## src/rtl/slave_port_scheduler.sv

```systemverilog
// -----------------------------------------------------------------------------
// slave_port_scheduler
//
// Request scheduler for one slave port of the crossbar. Each master owns one
// request slot. The scheduler picks among pending slots round-robin, drives a
// single transaction at a time onto the slave handshake, and routes the
// slave's ack / read response back to the master that was granted.
//
// Ports
//   clk, rst      clock, synchronous active-high reset
//   m_req         per-master single-cycle request pulse
//   m_cmd         per-master command (0 = read, 1 = write)
//   m_addr        per-master address, master i at [i*AW +: AW]
//   m_wdata       per-master write data, master i at [i*32 +: 32]
//   m_ack         per-master ack pulse
//   m_resp        per-master read-response pulse
//   m_rdata       per-master read data, master i at [i*32 +: 32]
//   s_req         slave request pulse
//   s_cmd         slave command
//   s_addr        slave address
//   s_wdata       slave write data
//   s_ack         slave ack
//   s_resp        slave read response
//   s_rdata       slave read data
//   grant_id      index of the master being (or last) served
//   busy          transaction in flight
//   err           timeout error pulse
//
// Build option
//   SLAVE_PORT_SCHED_TIMEOUT_EN  enables the watchdog: a transaction stuck in
//   WAIT_ACK / WAIT_RESP for TIMEOUT cycles completes with an error
//   (err pulse, read data 32'hDEAD_BEEF). Undefined: waits forever, err = 0.
// -----------------------------------------------------------------------------

// One master's request slot. Holds a single pending transaction.
module slave_port_slot #(
    parameter int AW = 30
) (
    input  logic          clk,
    input  logic          rst,
    input  logic          req,
    input  logic          cmd,
    input  logic [AW-1:0] addr,
    input  logic [31:0]   wdata,
    input  logic          grant,
    output logic          pending,
    output logic          slot_cmd,
    output logic [AW-1:0] slot_addr,
    output logic [31:0]   slot_wdata
);

    logic          pending_q, pending_d;
    logic          cmd_q, cmd_d;
    logic [AW-1:0] addr_q, addr_d;
    logic [31:0]   wdata_q, wdata_d;
    logic          load;

    always_comb begin
        // Load when the slot is empty and not being bypass-granted, or when it
        // is full and being granted this cycle (the new request replaces the
        // one leaving). A request into an empty slot that is granted in the
        // same cycle goes straight to the slave and never occupies the slot.
        load      = req && (pending_q == grant);
        pending_d = pending_q;
        cmd_d     = cmd_q;
        addr_d    = addr_q;
        wdata_d   = wdata_q;
        if (grant) begin
            pending_d = 1'b0;
        end
        if (load) begin
            pending_d = 1'b1;
            cmd_d     = cmd;
            addr_d    = addr;
            wdata_d   = wdata;
        end
    end

    always_ff @(posedge clk) begin
        if (rst) begin
            pending_q <= 1'b0;
            cmd_q     <= 1'b0;
            addr_q    <= '0;
            wdata_q   <= '0;
        end else begin
            pending_q <= pending_d;
            cmd_q     <= cmd_d;
            addr_q    <= addr_d;
            wdata_q   <= wdata_d;
        end
    end

    assign pending    = pending_q;
    assign slot_cmd   = cmd_q;
    assign slot_addr  = addr_q;
    assign slot_wdata = wdata_q;

endmodule

module slave_port_scheduler #(
    parameter int MASTERS = 4,
    parameter int AW      = 30,
    parameter int TIMEOUT = 64
) (
    input  logic                       clk,
    input  logic                       rst,
    input  logic [MASTERS-1:0]         m_req,
    input  logic [MASTERS-1:0]         m_cmd,
    input  logic [MASTERS*AW-1:0]      m_addr,
    input  logic [MASTERS*32-1:0]      m_wdata,
    output logic [MASTERS-1:0]         m_ack,
    output logic [MASTERS-1:0]         m_resp,
    output logic [MASTERS*32-1:0]      m_rdata,
    output logic                       s_req,
    output logic                       s_cmd,
    output logic [AW-1:0]              s_addr,
    output logic [31:0]                s_wdata,
    input  logic                       s_ack,
    input  logic                       s_resp,
    input  logic [31:0]                s_rdata,
    output logic [$clog2(MASTERS)-1:0] grant_id,
    output logic                       busy,
    output logic                       err
);

    localparam int IW = $clog2(MASTERS);

    if (MASTERS < 2 || (MASTERS & (MASTERS - 1)) != 0 || TIMEOUT < 2) begin : g_param_check
        $error("slave_port_scheduler: MASTERS must be a power of 2 >= 2, TIMEOUT >= 2");
    end

    typedef enum logic [1:0] {
        IDLE      = 2'd0,
        WAIT_ACK  = 2'd1,
        WAIT_RESP = 2'd2
    } state_t;

    state_t                      state_q, state_d;
    logic                        s_req_q, s_req_d;
    logic                        s_cmd_q, s_cmd_d;
    logic [AW-1:0]               s_addr_q, s_addr_d;
    logic [31:0]                 s_wdata_q, s_wdata_d;
    logic [IW-1:0]               grant_q, grant_d;
    logic [IW-1:0]               last_q, last_d;
    logic [MASTERS-1:0]          m_ack_q, m_ack_d;
    logic [MASTERS-1:0]          m_resp_q, m_resp_d;
    logic [MASTERS-1:0][31:0]    m_rdata_q, m_rdata_d;

`ifdef SLAVE_PORT_SCHED_TIMEOUT_EN
    localparam int CW = $clog2(TIMEOUT);
    logic [CW-1:0]               cnt_q, cnt_d;
    logic                        err_q, err_d;
`endif

    // Slot array
    logic [MASTERS-1:0]          pending;
    logic [MASTERS-1:0]          slot_cmd;
    logic [MASTERS-1:0][AW-1:0]  slot_addr;
    logic [MASTERS-1:0][31:0]    slot_wdata;
    logic [MASTERS-1:0]          slot_grant;

    for (genvar i = 0; i < MASTERS; i++) begin : g_slot
        slave_port_slot #(.AW(AW)) u_slot (
            .clk        (clk),
            .rst        (rst),
            .req        (m_req[i]),
            .cmd        (m_cmd[i]),
            .addr       (m_addr[i*AW +: AW]),
            .wdata      (m_wdata[i*32 +: 32]),
            .grant      (slot_grant[i]),
            .pending    (pending[i]),
            .slot_cmd   (slot_cmd[i]),
            .slot_addr  (slot_addr[i]),
            .slot_wdata (slot_wdata[i])
        );
    end

    // Round-robin pick. A request arriving this cycle counts as pending so an
    // idle scheduler issues it on the very next edge.
    logic [MASTERS-1:0] eff_pend;
    logic               found;
    logic [IW-1:0]      g;
    logic [IW-1:0]      idx;
    logic               sel_cmd;
    logic [AW-1:0]      sel_addr;
    logic [31:0]        sel_wdata;

    assign eff_pend = pending | m_req;

    always_comb begin
        found = 1'b0;
        g     = '0;
        idx   = '0;
        // MASTERS is a power of 2, so the IW-bit add wraps modulo MASTERS.
        for (int k = 1; k <= MASTERS; k++) begin
            idx = last_q + k[IW-1:0];
            if (!found && eff_pend[idx]) begin
                found = 1'b1;
                g     = idx;
            end
        end
    end

    always_comb begin
        // A latched slot takes precedence; otherwise the payload is this
        // cycle's request being bypassed straight through.
        if (pending[g]) begin
            sel_cmd   = slot_cmd[g];
            sel_addr  = slot_addr[g];
            sel_wdata = slot_wdata[g];
        end else begin
            sel_cmd   = m_cmd[g];
            sel_addr  = m_addr[g*AW +: AW];
            sel_wdata = m_wdata[g*32 +: 32];
        end
    end

    always_comb begin
        slot_grant = '0;
        if (state_q == IDLE && found) begin
            slot_grant[g] = 1'b1;
        end
    end

    // Next-state and outputs
    always_comb begin
        state_d   = state_q;
        s_req_d   = 1'b0;
        s_cmd_d   = s_cmd_q;
        s_addr_d  = s_addr_q;
        s_wdata_d = s_wdata_q;
        grant_d   = grant_q;
        last_d    = last_q;
        m_ack_d   = '0;
        m_resp_d  = '0;
        m_rdata_d = m_rdata_q;
`ifdef SLAVE_PORT_SCHED_TIMEOUT_EN
        cnt_d     = cnt_q;
        err_d     = 1'b0;
`endif

        case (state_q)
            IDLE: begin
                if (found) begin
                    s_req_d  = 1'b1;
                    s_cmd_d  = sel_cmd;
                    s_addr_d = sel_addr;
                    if (sel_cmd) begin
                        s_wdata_d = sel_wdata;
                    end
                    grant_d  = g;
                    last_d   = g;
                    state_d  = WAIT_ACK;
`ifdef SLAVE_PORT_SCHED_TIMEOUT_EN
                    cnt_d    = '0;
`endif
                end
            end

            WAIT_ACK: begin
                // s_resp is deliberately not looked at here.
                if (s_ack) begin
                    m_ack_d[grant_q] = 1'b1;
                    state_d          = s_cmd_q ? IDLE : WAIT_RESP;
`ifdef SLAVE_PORT_SCHED_TIMEOUT_EN
                    cnt_d            = '0;
                end else if (cnt_q == CW'(TIMEOUT - 1)) begin
                    err_d            = 1'b1;
                    m_ack_d[grant_q] = 1'b1;
                    if (!s_cmd_q) begin
                        m_resp_d[grant_q]  = 1'b1;
                        m_rdata_d[grant_q] = 32'hDEAD_BEEF;
                    end
                    state_d          = IDLE;
                end else begin
                    cnt_d            = cnt_q + CW'(1);
`endif
                end
            end

            WAIT_RESP: begin
                if (s_resp) begin
                    m_resp_d[grant_q]  = 1'b1;
                    m_rdata_d[grant_q] = s_rdata;
                    state_d            = IDLE;
`ifdef SLAVE_PORT_SCHED_TIMEOUT_EN
                end else if (cnt_q == CW'(TIMEOUT - 1)) begin
                    err_d              = 1'b1;
                    m_resp_d[grant_q]  = 1'b1;
                    m_rdata_d[grant_q] = 32'hDEAD_BEEF;
                    state_d            = IDLE;
                end else begin
                    cnt_d              = cnt_q + CW'(1);
`endif
                end
            end

            default: begin
                state_d = IDLE;
            end
        endcase
    end

    always_ff @(posedge clk) begin
        if (rst) begin
            state_q   <= IDLE;
            s_req_q   <= 1'b0;
            s_cmd_q   <= 1'b0;
            s_addr_q  <= '0;
            s_wdata_q <= '0;
            grant_q   <= '0;
            last_q    <= IW'(MASTERS - 1);
            m_ack_q   <= '0;
            m_resp_q  <= '0;
            m_rdata_q <= '0;
`ifdef SLAVE_PORT_SCHED_TIMEOUT_EN
            cnt_q     <= '0;
            err_q     <= 1'b0;
`endif
        end else begin
            state_q   <= state_d;
            s_req_q   <= s_req_d;
            s_cmd_q   <= s_cmd_d;
            s_addr_q  <= s_addr_d;
            s_wdata_q <= s_wdata_d;
            grant_q   <= grant_d;
            last_q    <= last_d;
            m_ack_q   <= m_ack_d;
            m_resp_q  <= m_resp_d;
            m_rdata_q <= m_rdata_d;
`ifdef SLAVE_PORT_SCHED_TIMEOUT_EN
            cnt_q     <= cnt_d;
            err_q     <= err_d;
`endif
        end
    end

    assign s_req    = s_req_q;
    assign s_cmd    = s_cmd_q;
    assign s_addr   = s_addr_q;
    assign s_wdata  = s_wdata_q;
    assign grant_id = grant_q;
    assign m_ack    = m_ack_q;
    assign m_resp   = m_resp_q;
    assign m_rdata  = m_rdata_q;
    assign busy     = (state_q != IDLE);
`ifdef SLAVE_PORT_SCHED_TIMEOUT_EN
    assign err      = err_q;
`else
    assign err      = 1'b0;
`endif

endmodule
```

## config.mk

```make
export PLATFORM = sky130hd
export DESIGN_NAME = slave_port_scheduler
export DESIGN_NICKNAME = d
export VERILOG_FILES = /design/src/rtl/slave_port_scheduler.sv
export SDC_FILE = /design/constraint.sdc
export NUM_CORES = 1
export LEC_CHECK = 0
export BUFFER_PORTS_ARGS = -buffer_cell sky130_fd_sc_hd__buf_2
export CAP_MARGIN = 20
export CORE_ASPECT_RATIO = 0.75
export CORE_MARGIN = 10
export CORE_UTILIZATION = 48
export DETAILED_ROUTE_END_ITERATION = 12
export GPL_ROUTABILITY_DRIVEN = 0
export HOLD_SLACK_MARGIN = 0.08
export PLACE_DENSITY = 0.83
export SLEW_MARGIN = 10
export SYNTH_ARGS = -nofsm -noshare
export SYNTH_HDL_FRONTEND = slang
export SYNTH_SLANG_ARGS = --single-unit
```

## constraint.sdc

```tcl
create_clock -name clk -period 3 [get_ports clk]
set_input_delay 0.6 -clock clk [delete_from_list [all_inputs] [get_ports clk]]
set_output_delay 0.6 -clock clk [all_outputs]
set_load 0.02 [all_outputs]
```

==> impl_metrics.json <==
{
  "ctsHoldBuffers": 0,
  "max_freq_mhz": 350,
  "cts-htree-levels": 2,
  "place_ws_ns": -0.0971,
  "combinationalPowerShare_pct": 30.4,
  "post_cts_buffers": 0,
  "slowest_stage": "o41ai_1",
  "final-hold-violation-count": 0,
  "antenna_found_initial": 33,
  "worst-path-stages": 11,
  "cellPowerDensity_nw_per_um2": 746,
  "initial_core_util_pct": 48.9,
  "cts_tree": "done",
  "core_region_area_um2": 41000,
  "synthArstFlopShare_pct": 0,
  "criticalPathCategory": "reg2reg",
  "ys_seq_area_share_pct": 46.1,
  "totalWireLength_um": 76000,
  "area_growth_pct": 25.0,
  "tightest_slew_ns": 0.789,
  "worstSetupEndpoint": "s_addr[2]$_SDFFE_PP0P_",
  "slowest_delay_ns": 0.41,
  "relSlewSlack_pct": 47.4,
  "cts_made_buffers": 45,
  "synth-seq-cells": 462,
  "synth-edff-count": 0,
  "worst_slack_ns": 0.140,
  "layout_worst_path_cycle_share_pct": 95.3,
  "route.detailed.drc": 0,
  "path_max_fanout": 50,
  "clock_sinks": 462,
  "final_cell_mix": "nand2_1 (1011), buf_2 (493), dfxtp_1 (462), a21oi_1 (419), mux4_2 (66)",
  "start_kind": "register",
  "ctsResizeCount": 0,
  "critPathRequiredTime_ns": 3.47,
  "utilization_pct": 61.1,
  "io_buffer_count": 494,
  "synth.cell_area_um2": 20000,
  "hp-class": "in2reg",
  "clkSlewWorstSetupHoldPaths_ns": 0.07,
  "synth-main-ff-cell": "dfxtp_1",
  "crit_start": "g_slot[1].u_slot.pending$_SDFFE_PP0P_",
  "crit_family": "compound AO/OA/AOI/OAI gates",
  "synth_nets": 2825,
  "fin_crit_ns": 2.86,
  "grt_usage_pct": 28.5,
  "drtAntennaViolNets": 0,
  "dp_hpwl_um": 52300,
  "rows": 64,
  "num-fill-cells": 3545,
  "path_cells": "o41ai_1 -> buf_4 -> o221a_4 -> buf_4 -> buf_12 -> buf_12 -> nand2_1 -> and3_1 -> a311oi_1 -> a31oi_1 -> a211oi_1",
  "ff2ff_setup_slack_ns": 0.14,
  "clockPowerShare_pct": 31.6,
  "switching_share_pct": 34.1,
  "grt_pass1_vias": 20500,
  "synth_cell_types": 44,
  "cts_buffer_depth": 3,
  "r2r-end": "s_addr[2]$_SDFFE_PP0P_",
  "end_kind": "register",
  "drt_iter0_drc": 2172,
  "pwr-share-seq_pct": 38.0,
  "mostFrequentLayoutCell": "nand2_1",
  "p_sw_mw": 6.39,
  "ctsRootBufferMaster": "clkbuf_16",
  "syn_area_per_cell_um2": 7.91,
  "rsz0062_at_grt": "false",
  "cp.arrival_ns": 3.33,
  "cap_violations": 0,
  "fin_setup_tns_ns": 0,
  "worst_clock_skew_ns": 0.0320,
  "drive_gt1_share_pct": 26.1,
  "vias_per_cell": 5.77,
  "die_width_um": 256,
  "setup_viol": 0,
  "syn_inst": 2533,
  "critPathBufInv": 4,
  "wl_per_cell_um": 21.3,
  "p_leak_nw": 10.3,
  "yosysWarnings": 0,
  "nets": 3231,
  "status": "finished clean",
  "worstSkewPairLatency_ns": 0.59,
  "grt_pass1_wl_um": 116000,
  "p_int_mw": 12.3,
  "r2r.worst_path.cells": 11,
  "grt_start_max_net_pins": 99,
  "slew_viol_final": 0,
  "vdd_drop_max_mv": 0.588,
  "dieArea_um2": 50400,
  "vias": 20600,
  "pin_count": 496,
  "r2r-start": "g_slot[1].u_slot.pending$_SDFFE_PP0P_",
  "dr.pass1.iters": 6,
  "grt-ovfl-total": 0,
  "die_h_um": 197
}
## layer usage
metal | GRT usage [%] | vias to the layer above | routed length [um]
li1 | - | 9380 | -
met1 | 34.0 | 9653 | 28200
met2 | 46.0 | 1285 | 35400
met3 | 9.61 | 229 | 9150
met4 | 13.5 | 20 | 3080
met5 | 0 | - | 133
## registers in the layout (all words and copies together), names as in the netlist, 2 cells and up
register / count
grant_id: 2
g_slot.u_slot.slot_wdata: 128
m_ack: 4
g_slot.u_slot.slot_addr: 120
state_q: 2
m_rdata: 128
s_addr: 30
g_slot.u_slot.slot_cmd: 4
g_slot.u_slot.pending: 4
s_wdata: 32
m_resp: 4
last_q: 2
## synthesized netlist by cell type, drive strengths merged, types with 3 or more instances
cell type,n,share of area (%)
buf,37,1.1
inv,3,0.056
a31oi,30,0.94
a211oi,64,3.1
a21oi,420,10
nor2,45,0.84
nand2,1016,19
mux4,66,7.4
and2,6,0.19
clkbuf,184,3.4
and3,32,1.0
dfxtp,462,46
mux2i,34,1.7
nand3,61,1.5
nor4,4,0.12
nor3b,3,0.11
nor3,3,0.075
maj3,3,0.15
a311oi,30,1.3
## worst min-delay path: cells and delay by family
kind / cells / cell delay, ns
compound gates: 1 / 0.05
buf+inv: 1 / 0.11
simple gates: 1 / 0.05
## how the worst min path moves through the flow
stage,start,endpoint,slack [ns],depth (start not counted)
after floorplan,g_slot[1].u_slot.slot_cmd$_SDFFE_PP0P_,g_slot[1].u_slot.slot_cmd$_SDFFE_PP0P_,0.43,2
after global placement,m_rdata[122]$_SDFFE_PP0P_,m_rdata[122]$_SDFFE_PP0P_,0.44,2
after detailed placement,m_rdata[56]$_SDFFE_PP0P_,m_rdata[56]$_SDFFE_PP0P_,0.44,2
after CTS,m_addr[86],g_slot[2].u_slot.slot_addr[26]$_SDFFE_PP0P_,0.24,3
after global routing,m_addr[26],g_slot[0].u_slot.slot_addr[26]$_SDFFE_PP0P_,0.25,3
final,m_addr[84],g_slot[2].u_slot.slot_addr[24]$_SDFFE_PP0P_,0.26,3
## layout make-up
class	instances	area [um^2]	area share, %
antenna	26	65.1	0.260
clock buffer	68	1330	5.32
clock inverter	15	211	0.844
inverter	3	11.3	0.0449
multi-input combinational	1847	9980	39.8
sequential	462	9250	36.9
tap	561	702	2.80
timing repair buffer	580	3520	14.0
## power groups by stage
stage / logic, mW / clock network [mW] / registers (mW)
6_report: 5.68 / 5.92 / 7.11
5_1_grt: 6.10 / 6.21 / 7.17
4_1_cts: 5.62 / 5.97 / 7.10
3_5_place_dp: 5.60 / 0 / 7.23
3_3_place_gp: 5.45 / 0 / 7.20
2_1_floorplan: 3.34 / 0 / 7.41
## kinds of logic after synthesis
family	synth area share (%)
and+or+nand+nor	23.3
AOI/OAI and AO/OA	16.4
DFF	46.1
buffers and inverters	4.59
muxes	9.24
xor gates and xnor gates	0.175
adders and majority gates	0.150
other	0.0187
## stage by stage
step,instance area [um^2],hold slack [ns],instances,power [mW]
after detailed placement,23500,0.445,3453,12.8
final,25100,0.261,3562,18.7
after CTS,25000,0.236,3536,18.7
after floorplan,20100,0.433,2533,10.7
after global placement,23500,0.439,3453,12.6
after global routing,25000,0.249,3550,19.5
(Power assumes the default switching activity.)
